## config.mk

```make
export PLATFORM = sky130hd
export DESIGN_NAME = nmk112_bank_mapper
export DESIGN_NICKNAME = d
export VERILOG_FILES = /design/src/rtl/nmk112_bank_mapper_pkg.sv /design/src/rtl/nmk112_bank_mapper.sv
export SDC_FILE = /design/constraint.sdc
export NUM_CORES = 1
export LEC_CHECK = 0
export CAP_MARGIN = 10
export CORE_UTILIZATION = 60
export DETAILED_ROUTE_END_ITERATION = 8
export DONT_BUFFER_PORTS = 1
export GPL_TIMING_DRIVEN = 0
export MAX_ROUTING_LAYER = met4
export PLACE_DENSITY_LB_ADDON = 0.12
export REMOVE_ABC_BUFFERS = 1
export SYNTH_ARGS = -nofsm -noshare
export SYNTH_HDL_FRONTEND = slang
export SYNTH_SLANG_ARGS = --single-unit
```

## constraint.sdc

```tcl
create_clock -name i_clk -period 3.1 [get_ports i_clk]
set_input_delay 0.31 -clock i_clk [delete_from_list [all_inputs] [get_ports i_clk]]
set_output_delay 0.31 -clock i_clk [all_outputs]
set_load 0.01 [all_outputs]
```

## src/rtl/nmk112_bank_mapper_pkg.sv

```systemverilog
`default_nettype none
// ============================================================================
//  Module      : nmk112_bank_mapper_pkg
//  Description : Shared constants, types and the page-select helper for the
//                NMK112 sample-ROM bank mapper.
//  Revision    : 1.0 - initial release
// ============================================================================
package nmk112_bank_mapper_pkg;

  localparam int          BANK_SHIFT        = 16;      // OKI address bit where the page field starts
  localparam int          BANK_W            = 4;       // width of one bank register
  localparam int          N_BANKS           = 4;       // bank register count
  localparam int          OKI_AW            = 18;      // OKI-side ROM address width
  localparam int          PCM_AW            = 21;      // physical PCM-ROM address width
  localparam int          TABLE_SLICE_SHIFT = 8;       // phrase table is paged in 256-byte slices
  localparam logic [17:0] TABLE_LIMIT       = 18'h400; // phrase-table area is 0x000-0x3FF

  typedef logic [1:0] bank_idx_t;

  // Which bank serves a given OKI address. Inside the phrase table the
  // 256-byte slice number picks the bank so that each voice's table entry
  // can live in a different physical bank.
  function automatic bank_idx_t page_sel(input logic [OKI_AW-1:0] addr,
                                         input logic              paged);
    bank_idx_t page;
    if (paged && (addr < TABLE_LIMIT))
      page = addr[TABLE_SLICE_SHIFT +: 2];
    else
      page = addr[BANK_SHIFT +: 2];
    return page;
  endfunction

endpackage : nmk112_bank_mapper_pkg
`default_nettype wire

```

## src/rtl/nmk112_bank_mapper.sv

```systemverilog
`default_nettype none
// ============================================================================
//  Module      : nmk112_bank_mapper
//  Description : NMK112-equivalent bank mapper for one OKI6295. Translates
//                the 18-bit OKI ROM address to a 21-bit PCM-ROM address
//                through four 4-bit bank registers.
//  Ports       : i_clk            system clock, rising edge
//                i_rst            synchronous active-high reset
//                i_offset[2:0]    bank-port offset ([1:0] first bank index)
//                i_data[7:0]      bank data (low nibble -> bank idx,
//                                 high nibble -> bank idx+1)
//                i_req_addr[17:0] OKI-side ROM address
//                o_req_data_addr  registered physical PCM-ROM address
//  Revision    : 1.0 - initial release
// ============================================================================
module nmk112_bank_mapper
  import nmk112_bank_mapper_pkg::*;
#(
  parameter logic [PCM_AW-1:0] ROM_OFFS    = 21'h000000,
  parameter bit                TABLE_PAGED = 1'b1
) (
  input  logic              i_clk,
  input  logic              i_rst,
  input  logic [2:0]        i_offset,
  input  logic [7:0]        i_data,
  input  logic [OKI_AW-1:0] i_req_addr,
  output logic [PCM_AW-1:0] o_req_data_addr
);

  logic [BANK_W-1:0] r_bank [0:N_BANKS-1];
  logic [PCM_AW-1:0] r_addr;

  bank_idx_t         w_idx_lo;
  bank_idx_t         w_idx_hi;
  bank_idx_t         w_page;
  logic [PCM_AW-1:0] w_local;
  logic [PCM_AW-1:0] w_phys;
  logic              w_unused_ok;

  // Chip select lives in the parent, so offset bit 2 carries no meaning here.
  assign w_unused_ok = &{1'b0, i_offset[2]};

  // The second nibble lands in the next bank; 2-bit arithmetic wraps 3 -> 0.
  assign w_idx_lo = i_offset[1:0];
  assign w_idx_hi = w_idx_lo + 2'd1;

  assign w_page  = page_sel(i_req_addr, TABLE_PAGED);
  assign w_local = {1'b0, r_bank[w_page], i_req_addr[BANK_SHIFT-1:0]};
  // 21-bit result: any carry out of the region offset add is dropped.
  assign w_phys  = ROM_OFFS + w_local;

  // No write strobe: the parent holds offset/data between port writes, so
  // reloading them every cycle is harmless.
  always_ff @(posedge i_clk) begin
    if (i_rst) begin
      for (int i = 0; i < N_BANKS; i++)
        r_bank[i] <= '0;
      r_addr <= '0;
    end else begin
      r_bank[w_idx_lo] <= i_data[3:0];
      r_bank[w_idx_hi] <= i_data[7:4];
      r_addr           <= w_phys;
    end
  end

  assign o_req_data_addr = r_addr;

endmodule : nmk112_bank_mapper
`default_nettype wire

```

==> results of run 1 <==
-- critical path: stages --
cell     delay [ns]
nor2b_1        0.54
mux2i_1        0.31
nor2_1         0.07
-- per-stage QoR --
| stage | setup slack, ns | util | hold slack [ns] |
|---|---|---|---|
| after floorplan | 1.79 | - | 0.376 |
| after global placement | 1.63 | 0.658 | 0.381 |
| after detailed placement | 1.61 | 0.658 | 0.380 |
| after CTS | 1.98 | 0.689 | 0.00681 |
| after global routing | 1.92 | 0.693 | -0.000297 |
| final | 1.96 | 0.693 | 0.0330 |
-- cell usage in the layout, fill, tap and decap left out --
| master | netlist | layout |
|---|---|---|
| clkbuf_1 | 5 | 1 |
| clkbuf_4 | 0 | 5 |
| nor4b_2 | 1 | 1 |
| clkinv_2 | 0 | 1 |
| a31oi_1 | 2 | 2 |
| clkbuf_16 | 0 | 1 |
| nor2b_2 | 1 | 1 |
| nor3b_1 | 2 | 2 |
| a21oi_4 | 1 | 1 |
| nor2_1 | 15 | 15 |
| conb_1 | 1 | 1 |
| mux2i_1 | 16 | 16 |
| nor2b_1 | 17 | 17 |
| a21oi_1 | 6 | 6 |
| dfxtp_1 | 20 | 20 |
| nand3_1 | 2 | 2 |
| a21o_1 | 1 | 1 |
| dlygate4sd3_1 | 0 | 1 |
| o22ai_1 | 4 | 4 |
| nand2b_1 | 2 | 2 |
| nor4_4 | 1 | 1 |
| o21bai_1 | 1 | 1 |
| or2_1 | 1 | 1 |
| or2_2 | 1 | 1 |
| edfxtp_1 | 16 | 16 |
| nand2_1 | 4 | 4 |
| nor4b_1 | 1 | 1 |
| nand3b_1 | 4 | 4 |
| or3_1 | 1 | 1 |
-- power groups by stage --
stage                     clock network, uW  logic (uW)  registers [uW]
after floorplan                           0        51.8             560
after global placement                    0        58.3             563
after detailed placement                  0        60.4             565
after CTS                               294        60.8             554
after global routing                    310        68.3             557
final                                   284        61.4             553
-- cells by family (layout without fill, tap and decap cells) --
logic type      after synthesis  in the layout  share of synthesized area
simple gates                 53             53                      0.211
flops                        36             36                      0.586
mux                          16             16                      0.107
compound gates               15             15                     0.0658
buf+inv                       9              9                     0.0275
other cells                   1              1                    0.00250
-- routing by layer --
| layer | GRT usage | vias up | part of all wire | routed length [um] |
|---|---|---|---|---|
| met5 | - | - | 0 | 0 |
| met4 | 0.135 | 0 | 0.016 | 39 |
| met2 | 0.321 | 38 | 0.51 | 1260 |
| met1 | 0.214 | 400 | 0.41 | 1020 |
| li1 | - | 448 | - | - |
| met3 | 0.0731 | 5 | 0.059 | 146 |
-- sequential cells by signal, indices dropped and copies added (netlist names) --
name and flops:
r_bank 16, o_req_data_addr 20
-- final cells by class --
class                           count  area [um^2]  area share
Multi-Input combinational cell     85          581       0.368
Clock inverter                      1         5.00     0.00317
Sequential cell                    36          881       0.558
Timing Repair Buffer                1         10.0     0.00634
Clock buffer                        7         66.3      0.0420
Tap cell                           28         35.0      0.0222
-- worst paths after layout --
path / endpoint / depth (start not counted)
hold reg to reg: o_req_data_addr[19]$_SDFF_PP0_ / 2
setup reg to reg: o_req_data_addr[17]$_SDFF_PP0_ / 2
setup / recovery: r_bank[3][2]$_DFFE_PP_ / 3
hold / removal: o_req_data_addr[13]$_SDFF_PP0_ / 1
==> flow_metrics.py, run 1 <==
metrics = {
    "worst_setup_path": {
        "startpoint_type": "primary input",
        "crit_start": "i_offset[1]",
        "path_class": "in -> reg",
        "endpoint_kind": "flop",
        "r2r_slack_ns": 2.34,
        "cp_max_fo": 17,
        "r2r-start": "r_bank[0][1]$_DFFE_PP_",
        "worstPathRequired_ns": 3.19,
        "worstPathArrival_ns": 1.23,
    },
    "grt": {
        "grtUsageTotal": 0.204,
        "grt.overflow.total": 0,
        "grt_antenna_before_repair": 0,
        "grt_pass1_wl_um": 3600,
        "grt_pass1_vias": 808,
        "grt_max_degree": 35,
    },
    "cells_and_area": {
        "layout.nets": 160,
        "final_cells": 158,
        "design_area_um2": 1580,
        "antenna_cells": 0,
        "n_fill_cell": 182,
        "layout-drive-gt1-share": 0.0923,
        "area_delta_synth_final_pct": 5.00,
    },
    "outcome": {
        "outcome": "finished clean",
    },
    "power_and_ir_drop": {
        "max-vdd-ir-drop_v": 0.000383,
        "power_frac_clock": 0.316,
        "swShare": 0.217,
        "finalPower_uw": 899,
        "p_switching_uw": 195,
        "seqPwrFrac": 0.616,
        "powerDensity_nw_per_um2": 570,
        "cell_internal_pwr_uw": 703,
        "leakagePower_uw": 0.000602,
        "combPwrFrac": 0.068,
    },
    "routing": {
        "vias_per_cell": 5.64,
        "wl_per_cell_um": 15.6,
        "drc_errors": 0,
        "drt_iter0_drc": 15,
        "dr.pass1.iters": 4,
        "vias": 891,
        "wirelength_um": 2460,
        "antenna_left": 0,
    },
    "sta": {
        "tightest_slew_ns": 0.682,
        "fin_tns_setup_ns": 0,
        "slew_headroom": 0.544,
        "finalCritPeriodShare": 0.366,
        "grt_setup_unrepaired": "no",
        "period_minus_slack_ns": 1.14,
        "setup_violations": 0,
        "hold_violations": 0,
        "skew_ns": 0.00300,
        "fmax_mhz": 881,
        "slew_violations": 0,
    },
    "floorplanning": {
        "die_w_um": 52.0,
        "die_area_um2": 2710,
        "dieHeight_um": 52.0,
        "start_util": 0.660,
        "ios": 52,
        "core_region_area_um2": 2280,
        "fp-row-count": 17,
    },
    "synthesis": {
        "yosysWarnings": 0,
        "synth_area_um2": 1500,
        "synth_most_common_cell": "dfxtp_1",
        "netlist_top_cells_area": "edfxtp_1, dfxtp_1, mux2i_1",
        "synth_seq_cells": 36,
        "yosys_most_used_dff": "dfxtp_1",
        "ys_seq_area_frac": 0.586,
        "synth_top_area_frac": 0.320,
        "synth_common_cells": "dfxtp_1, nor2b_1, edfxtp_1, mux2i_1, nor2_1",
        "synth.avg_cell_area_um2": 11.6,
        "syn_inst": 130,
        "synth_top_area_cell": "edfxtp_1",
        "synth.distinct_cells": 27,
        "synth_edf_count": 16,
        "synthArstFlopShare": 0,
    },
    "clocking": {
        "numCtsBuffers": 5,
        "clk_latency_ns": 0.33,
        "tritoncts": "done",
        "cts_resized": 0,
        "clkTransAtPathRegs_ns": 0.10,
        "root_buffer": "clkbuf_4",
        "cts_sinks": 36,
        "cts_htree_levels": 2,
        "post_cts_buffers": 0,
        "ctsHoldBuffers": 0,
        "clock_path_buffers": 2,
    },
    "placed_design": {
        "portBuffers": 0,
        "dpl.hpwl_um": 1770,
        "dp.cells": 149,
        "gp_congestion": 0.740,
        "dpl-instance-area_um2": 1500,
    },
    "worst_hold_path": {
        "hold_path.class": "in -> reg",
        "min_from": "i_rst",
    },
    "flow_run": {
        "max-cap-violations": 0,
    },
}
Power figures use the tool's default switching activity.
==> inputs of run 2 (changes only) <==
--- a/config.mk
+++ b/config.mk
@@ -5,6 +5,7 @@
 export SDC_FILE = /design/constraint.sdc
 export NUM_CORES = 1
 export LEC_CHECK = 0
+export ABC_AREA = 1
 export CAP_MARGIN = 10
 export CORE_UTILIZATION = 60
 export DETAILED_ROUTE_END_ITERATION = 8
==> constraint.sdc (replaced) <==
create_clock -name i_clk -period 1.15 [get_ports i_clk]
set_input_delay 0.115 -clock i_clk [delete_from_list [all_inputs] [get_ports i_clk]]
set_output_delay 0.115 -clock i_clk [all_outputs]
set_load 0.01 [all_outputs]
==> flow_metrics.py, run 2 <==
metrics = {
    "routing": {
        "vias": 1196,
        "drt_iter0_drc": 55,
        "wirelength_um": 3040,
        "drc_errors": 0,
        "vias_per_cell": 5.39,
        "dr.pass1.iters": 4,
        "antenna_left": 0,
        "wl_per_cell_um": 13.7,
    },
    "floorplanning": {
        "ios": 52,
        "die_w_um": 51.9,
        "die_area_um2": 2690,
        "start_util": 0.656,
        "fp-row-count": 17,
        "dieHeight_um": 51.9,
        "core_region_area_um2": 2280,
    },
    "clocking": {
        "root_buffer": "clkbuf_4",
        "numCtsBuffers": 5,
        "cts_sinks": 36,
        "cts_resized": 0,
        "clkTransAtPathRegs_ns": 0.11,
        "cts_htree_levels": 2,
        "ctsHoldBuffers": 17,
        "clock_path_buffers": 2,
        "clk_latency_ns": 0.35,
        "post_cts_buffers": 0,
        "tritoncts": "done",
    },
    "synthesis": {
        "synth_area_um2": 1490,
        "yosys_most_used_dff": "dfxtp_1",
        "syn_inst": 172,
        "synth_top_area_frac": 0.322,
        "synth.distinct_cells": 16,
        "synth_common_cells": "inv_1, nand3_1, nor2_1",
        "synth.avg_cell_area_um2": 8.68,
        "synth_top_area_cell": "edfxtp_1",
        "synthArstFlopShare": 0,
        "synth_edf_count": 16,
        "synth_most_common_cell": "inv_1",
        "netlist_top_cells_area": "edfxtp_1, dfxtp_1, inv_1",
        "ys_seq_area_frac": 0.590,
        "yosysWarnings": 0,
        "synth_seq_cells": 36,
    },
    "sta": {
        "slew_headroom": 0.505,
        "grt_setup_unrepaired": "no",
        "setup_violations": 0,
        "hold_violations": 0,
        "tightest_slew_ns": 0.740,
        "skew_ns": 0.0145,
        "fmax_mhz": 934,
        "slew_violations": 0,
        "holdWs_ns": 0.0536,
        "fin_tns_setup_ns": 0,
        "finalCritPeriodShare": 0.931,
        "period_minus_slack_ns": 1.07,
    },
    "worst_setup_path": {
        "worstPathArrival_ns": 1.27,
        "rr_worst_depth": 4,
        "startpoint_type": "primary input",
        "cp_max_fo": 20,
        "slowest_stage": "dlygate4sd3_1",
        "r2r-start": "r_bank[2][2]$_DFFE_PP_",
        "crit_chain": "dlygate4sd3_1 > nor2_1",
        "endpoint_kind": "flop",
        "path_class": "in -> reg",
        "worstPathRequired_ns": 1.35,
        "r2r_slack_ns": 0.30,
        "path_buf_inv": 1,
        "crit_start": "i_rst",
        "critPathTopFamily": "buffers and inverters",
        "critical-path-max-stage-delay_ns": 1.01,
        "r2r_end": "o_req_data_addr[18]$_SDFF_PP0_",
    },
    "cells_and_area": {
        "layout_common_cells": "inv_1, nand3_1, nor2_1, dfxtp_1, dlygate4sd3_1",
        "largest_reg_flops": 20,
        "layout.nets": 224,
        "post-route-util": 0.775,
        "antenna_cells": 0,
        "layout-drive-gt1-share": 0.108,
        "design_area_um2": 1760,
        "area_delta_synth_final_pct": 18.1,
        "final_common_cell": "inv_1",
    },
    "grt": {
        "grt_max_degree": 21,
        "grtUsageMet3": 0.0673,
        "grt_util_met1": 0.251,
        "grt.overflow.total": 0,
        "met2_usage": 0.468,
        "top_usage_layer": "met2",
        "grt_pass1_vias": 1145,
        "grt_antenna_before_repair": 0,
        "grt_pass1_wl_um": 4770,
        "grtUsageTotal": 0.264,
    },
    "placed_design": {
        "dpl-instance-area_um2": 1510,
        "dpl.hpwl_um": 1930,
        "portBuffers": 0,
        "gp_congestion": 0.847,
    },
    "power_and_ir_drop": {
        "powerDensity_nw_per_um2": 1510,
        "max-vdd-ir-drop_v": 0.00138,
        "leakagePower_uw": 0.000829,
        "finalPower_uw": 2660,
    },
    "worst_hold_path": {
        "hold_path.class": "in -> reg",
        "min_from": "i_offset[1]",
        "min_to": "r_bank[1][3]$_DFFE_PP_",
        "whs_path_depth": 1,
    },
    "outcome": {
        "outcome": "finished clean",
    },
    "flow_run": {
        "max-cap-violations": 0,
    },
}
[run 2: cell types whose count changed after synthesis, moves of 6 or more]
cell | previous run | this run
inv_1 | 0 | 43
inv_2 | 0 | 6
mux2i_1 | 16 | 0
nand2_1 | 4 | 10
nand3_1 | 2 | 23
nor2_1 | 15 | 22
nor2b_1 | 17 | 0
o22ai_1 | 4 | 16
[run 2: report_power, final]
group	switching, uW	internal (uW)
clock network	449	453
logic	153	110
registers	52.7	1440
[run 2: area by class of cell]
cell class	count	area, um^2
Inverter	49	184
Tap cell	28	35.0
Timing Repair Buffer	17	170
Fill cell	158	513
Sequential cell	36	881
Clock buffer	5	37.5
Multi-Input combinational cell	84	413
Clock inverter	3	42.5
[run 2: logic make-up after synthesis]
group	after synthesis	share of synthesized area
other	1	0.00251
AOI/OAI and AO/OA	21	0.0838
buffers and inverters	52	0.133
and+or+nand+nor	62	0.190
DFF	36	0.590
[run 2: routing by layer]
layer / wire (um) / up-vias
met5: 0 / -
met4: 91 / 0
met3: 199 / 9
met2: 1600 / 66
met1: 1160 / 535
li1: - / 586
[run 2: through the flow]
stage,setup WS [ns],std cells
after detailed placement,0.154,197
final,0.0789,222
after floorplan,0.246,169
after global routing,0.0375,222
after global placement,0.179,197
after CTS,0.108,222
[run 2: worst max-delay path by stage]
stage / to / slack [ns] / cells after the start
floorplan: r_bank[2][0]$_DFFE_PP_ / 0.25 / 5
CTS: o_req_data_addr[11]$_SDFF_PP0_ / 0.11 / 2
finish: o_req_data_addr[0]$_SDFF_PP0_ / 0.08 / 2
global placement: o_req_data_addr[19]$_SDFF_PP0_ / 0.18 / 8
global route: o_req_data_addr[11]$_SDFF_PP0_ / 0.04 / 2
detailed placement: o_req_data_addr[17]$_SDFF_PP0_ / 0.15 / 8
==> inputs of run 3 (changes only) <==
--- a/config.mk
+++ b/config.mk
@@ -13,7 +13,6 @@
 export GPL_TIMING_DRIVEN = 0
 export MAX_ROUTING_LAYER = met4
 export PLACE_DENSITY_LB_ADDON = 0.12
-export REMOVE_ABC_BUFFERS = 1
 export SYNTH_ARGS = -nofsm -noshare
 export SYNTH_HDL_FRONTEND = slang
 export SYNTH_SLANG_ARGS = --single-unit
==> flow_metrics.py, run 3 (same netlist as run 2, synthesis figures left out) <==
metrics = {
    "sta": {
        "fmax_mhz": 1060,
        "hold_violations": 0,
        "finalCritPeriodShare": 0.823,
        "period_minus_slack_ns": 0.946,
        "skew_ns": 0.00982,
        "grt_setup_unrepaired": "no",
        "fin_tns_setup_ns": 0,
        "setup_violations": 0,
        "slew_violations": 0,
    },
    "routing": {
        "drc_errors": 0,
        "wl_met1_um": 1140,
        "wl_per_cell_um": 13.2,
        "met2_length_um": 1550,
        "antenna_left": 0,
        "vias": 1196,
        "wl_met3_um": 224,
        "vias_per_cell": 5.34,
        "dr.pass1.iters": 6,
        "drt_iter0_drc": 40,
        "top_layer": "met4",
        "wirelength_um": 2960,
    },
    "worst_setup_path": {
        "crit_chain": "dlygate4sd3_1 > inv_1 > nand2_1 > nand3_1 > nand3_1 > a21oi_1",
        "cp_common_cell": "nand3_1",
        "r2r_end": "o_req_data_addr[18]$_SDFF_PP0_",
        "r2r_slack_ns": 0.31,
        "endpoint_kind": "flop",
        "critical-path-max-stage-delay_ns": 0.55,
        "worstPathRequired_ns": 1.40,
        "worstPathArrival_ns": 1.20,
        "r2r-start": "r_bank[0][2]$_DFFE_PP_",
        "startpoint_type": "primary input",
        "rr_worst_depth": 4,
        "slowest_stage": "dlygate4sd3_1",
        "cp_max_fo": 4,
        "path_class": "in -> reg",
    },
    "clocking": {
        "cts_resized": 0,
        "clkTransAtPathRegs_ns": 0.11,
        "cts_sinks": 36,
        "tritoncts": "done",
        "post_cts_buffers": 0,
        "root_buffer": "clkbuf_4",
        "cts_htree_levels": 2,
        "clk_latency_ns": 0.33,
        "clock_path_buffers": 2,
        "numCtsBuffers": 5,
    },
    "floorplanning": {
        "dieHeight_um": 51.9,
        "start_util": 0.656,
        "die_area_um2": 2690,
        "fp-row-count": 17,
        "die_w_um": 51.9,
        "ios": 52,
        "core_region_area_um2": 2280,
    },
    "grt": {
        "grtUsageTotal": 0.242,
        "grt_max_degree": 13,
        "grt_pass1_vias": 1104,
        "grt_pass1_wl_um": 4450,
        "grt.overflow.total": 0,
        "grt_antenna_before_repair": 0,
    },
    "power_and_ir_drop": {
        "finalPower_uw": 2630,
        "combPwrFrac": 0.101,
        "power_frac_clock": 0.331,
        "cell_internal_pwr_uw": 2010,
        "powerDensity_nw_per_um2": 1490,
        "swShare": 0.237,
        "p_switching_uw": 622,
        "seqPwrFrac": 0.568,
        "leakagePower_uw": 0.000832,
        "max-vdd-ir-drop_v": 0.00169,
    },
    "cells_and_area": {
        "n_fill_cell": 155,
        "final_common_cell": "inv_1",
        "largest_reg_flops": 20,
        "antenna_cells": 0,
        "layout.nets": 226,
        "layout-drive-gt1-share": 0.112,
        "area_delta_synth_final_pct": 18.4,
        "layout_common_cells": "inv_1, nand3_1, nor2_1, dfxtp_1",
    },
    "worst_hold_path": {
        "whs_path_depth": 1,
        "hold_path.class": "in -> reg",
        "min_to": "r_bank[1][1]$_DFFE_PP_",
        "min_from": "i_offset[1]",
    },
    "outcome": {
        "outcome": "finished clean",
    },
    "placed_design": {
        "dpl.hpwl_um": 1890,
        "gp_congestion": 0.831,
        "portBuffers": 0,
    },
    "flow_run": {
        "max-cap-violations": 0,
    },
    "synthesis": {
        "syn_nets": 203,
    },
}
## run 3: cell count changes in the layout (fill, tap and decap cells not counted), sizes merged
| cell | delta |
|---|---|
| clkbuf | +2 |
| buf | +1 |
| dlygate4sd3 | -1 |
## run 3: what timing repair did
action                                  CTS  global route
endpoints found under the setup margin    0             0
endpoints found under the hold margin    16             0
hold buffers                             16             0
## run 3: how the worst max path moves through the flow
stage | from | endpoint | slack [ns] | depth (start not counted)
detailed placement | i_req_addr[14] | o_req_data_addr[17]$_SDFF_PP0_ | 0.13 | 8
global route | i_req_addr[8] | o_req_data_addr[17]$_SDFF_PP0_ | 0.16 | 6
finish | i_req_addr[8] | o_req_data_addr[18]$_SDFF_PP0_ | 0.20 | 6
floorplan | i_rst | r_bank[2][0]$_DFFE_PP_ | 0.25 | 5
global placement | i_req_addr[10] | o_req_data_addr[17]$_SDFF_PP0_ | 0.16 | 8
CTS | i_req_addr[8] | o_req_data_addr[18]$_SDFF_PP0_ | 0.23 | 6
## run 3: power by group through the flow
stage | Sequential, uW | Combinational, uW | Clock (uW)
after CTS | 1490 | 257 | 880
after detailed placement | 1520 | 212 | 0
final | 1490 | 266 | 870
after floorplan | 1510 | 175 | 0
after global routing | 1500 | 296 | 936
after global placement | 1520 | 204 | 0
## run 3: worst max-delay path, delay by kind of cell
kind | cells | cell delay (ns)
AO/OA/AOI/OAI | 1 | 0.15
buffers and inverters | 2 | 0.64
AND/OR/NAND/NOR | 3 | 0.30
## run 3: final cells by class
| class | count | area (um^2) | share of cell area |
|---|---|---|---|
| inverter | 49 | 184 | 0.104 |
| clock buffer | 5 | 37.5 | 0.0212 |
| multi-input combinational | 84 | 413 | 0.234 |
| clock inverter | 3 | 42.5 | 0.0241 |
| timing repair buffer | 16 | 160 | 0.0906 |
| tap | 28 | 35.0 | 0.0198 |
| buffer | 3 | 15.0 | 0.00849 |
| sequential | 36 | 881 | 0.498 |
## run 3: per-stage QoR
step | area [um^2] | setup slack, ns | std cells | utilization | hold slack [ns]
after global placement | 1530 | 0.164 | 200 | 0.671 | 0.224
after CTS | 1770 | 0.231 | 224 | 0.777 | 0.0677
final | 1770 | 0.204 | 224 | 0.777 | 0.0723
after detailed placement | 1530 | 0.131 | 200 | 0.671 | 0.226
after global routing | 1770 | 0.156 | 224 | 0.777 | 0.0691
after floorplan | 1490 | 0.246 | 172 | - | 0.222
## run 3: routing by layer
layer / global-route usage / vias up
met5: - / -
met4: 0.0901 / 0
met3: 0.0789 / 6
met2: 0.417 / 74
met1: 0.256 / 527
li1: - / 589
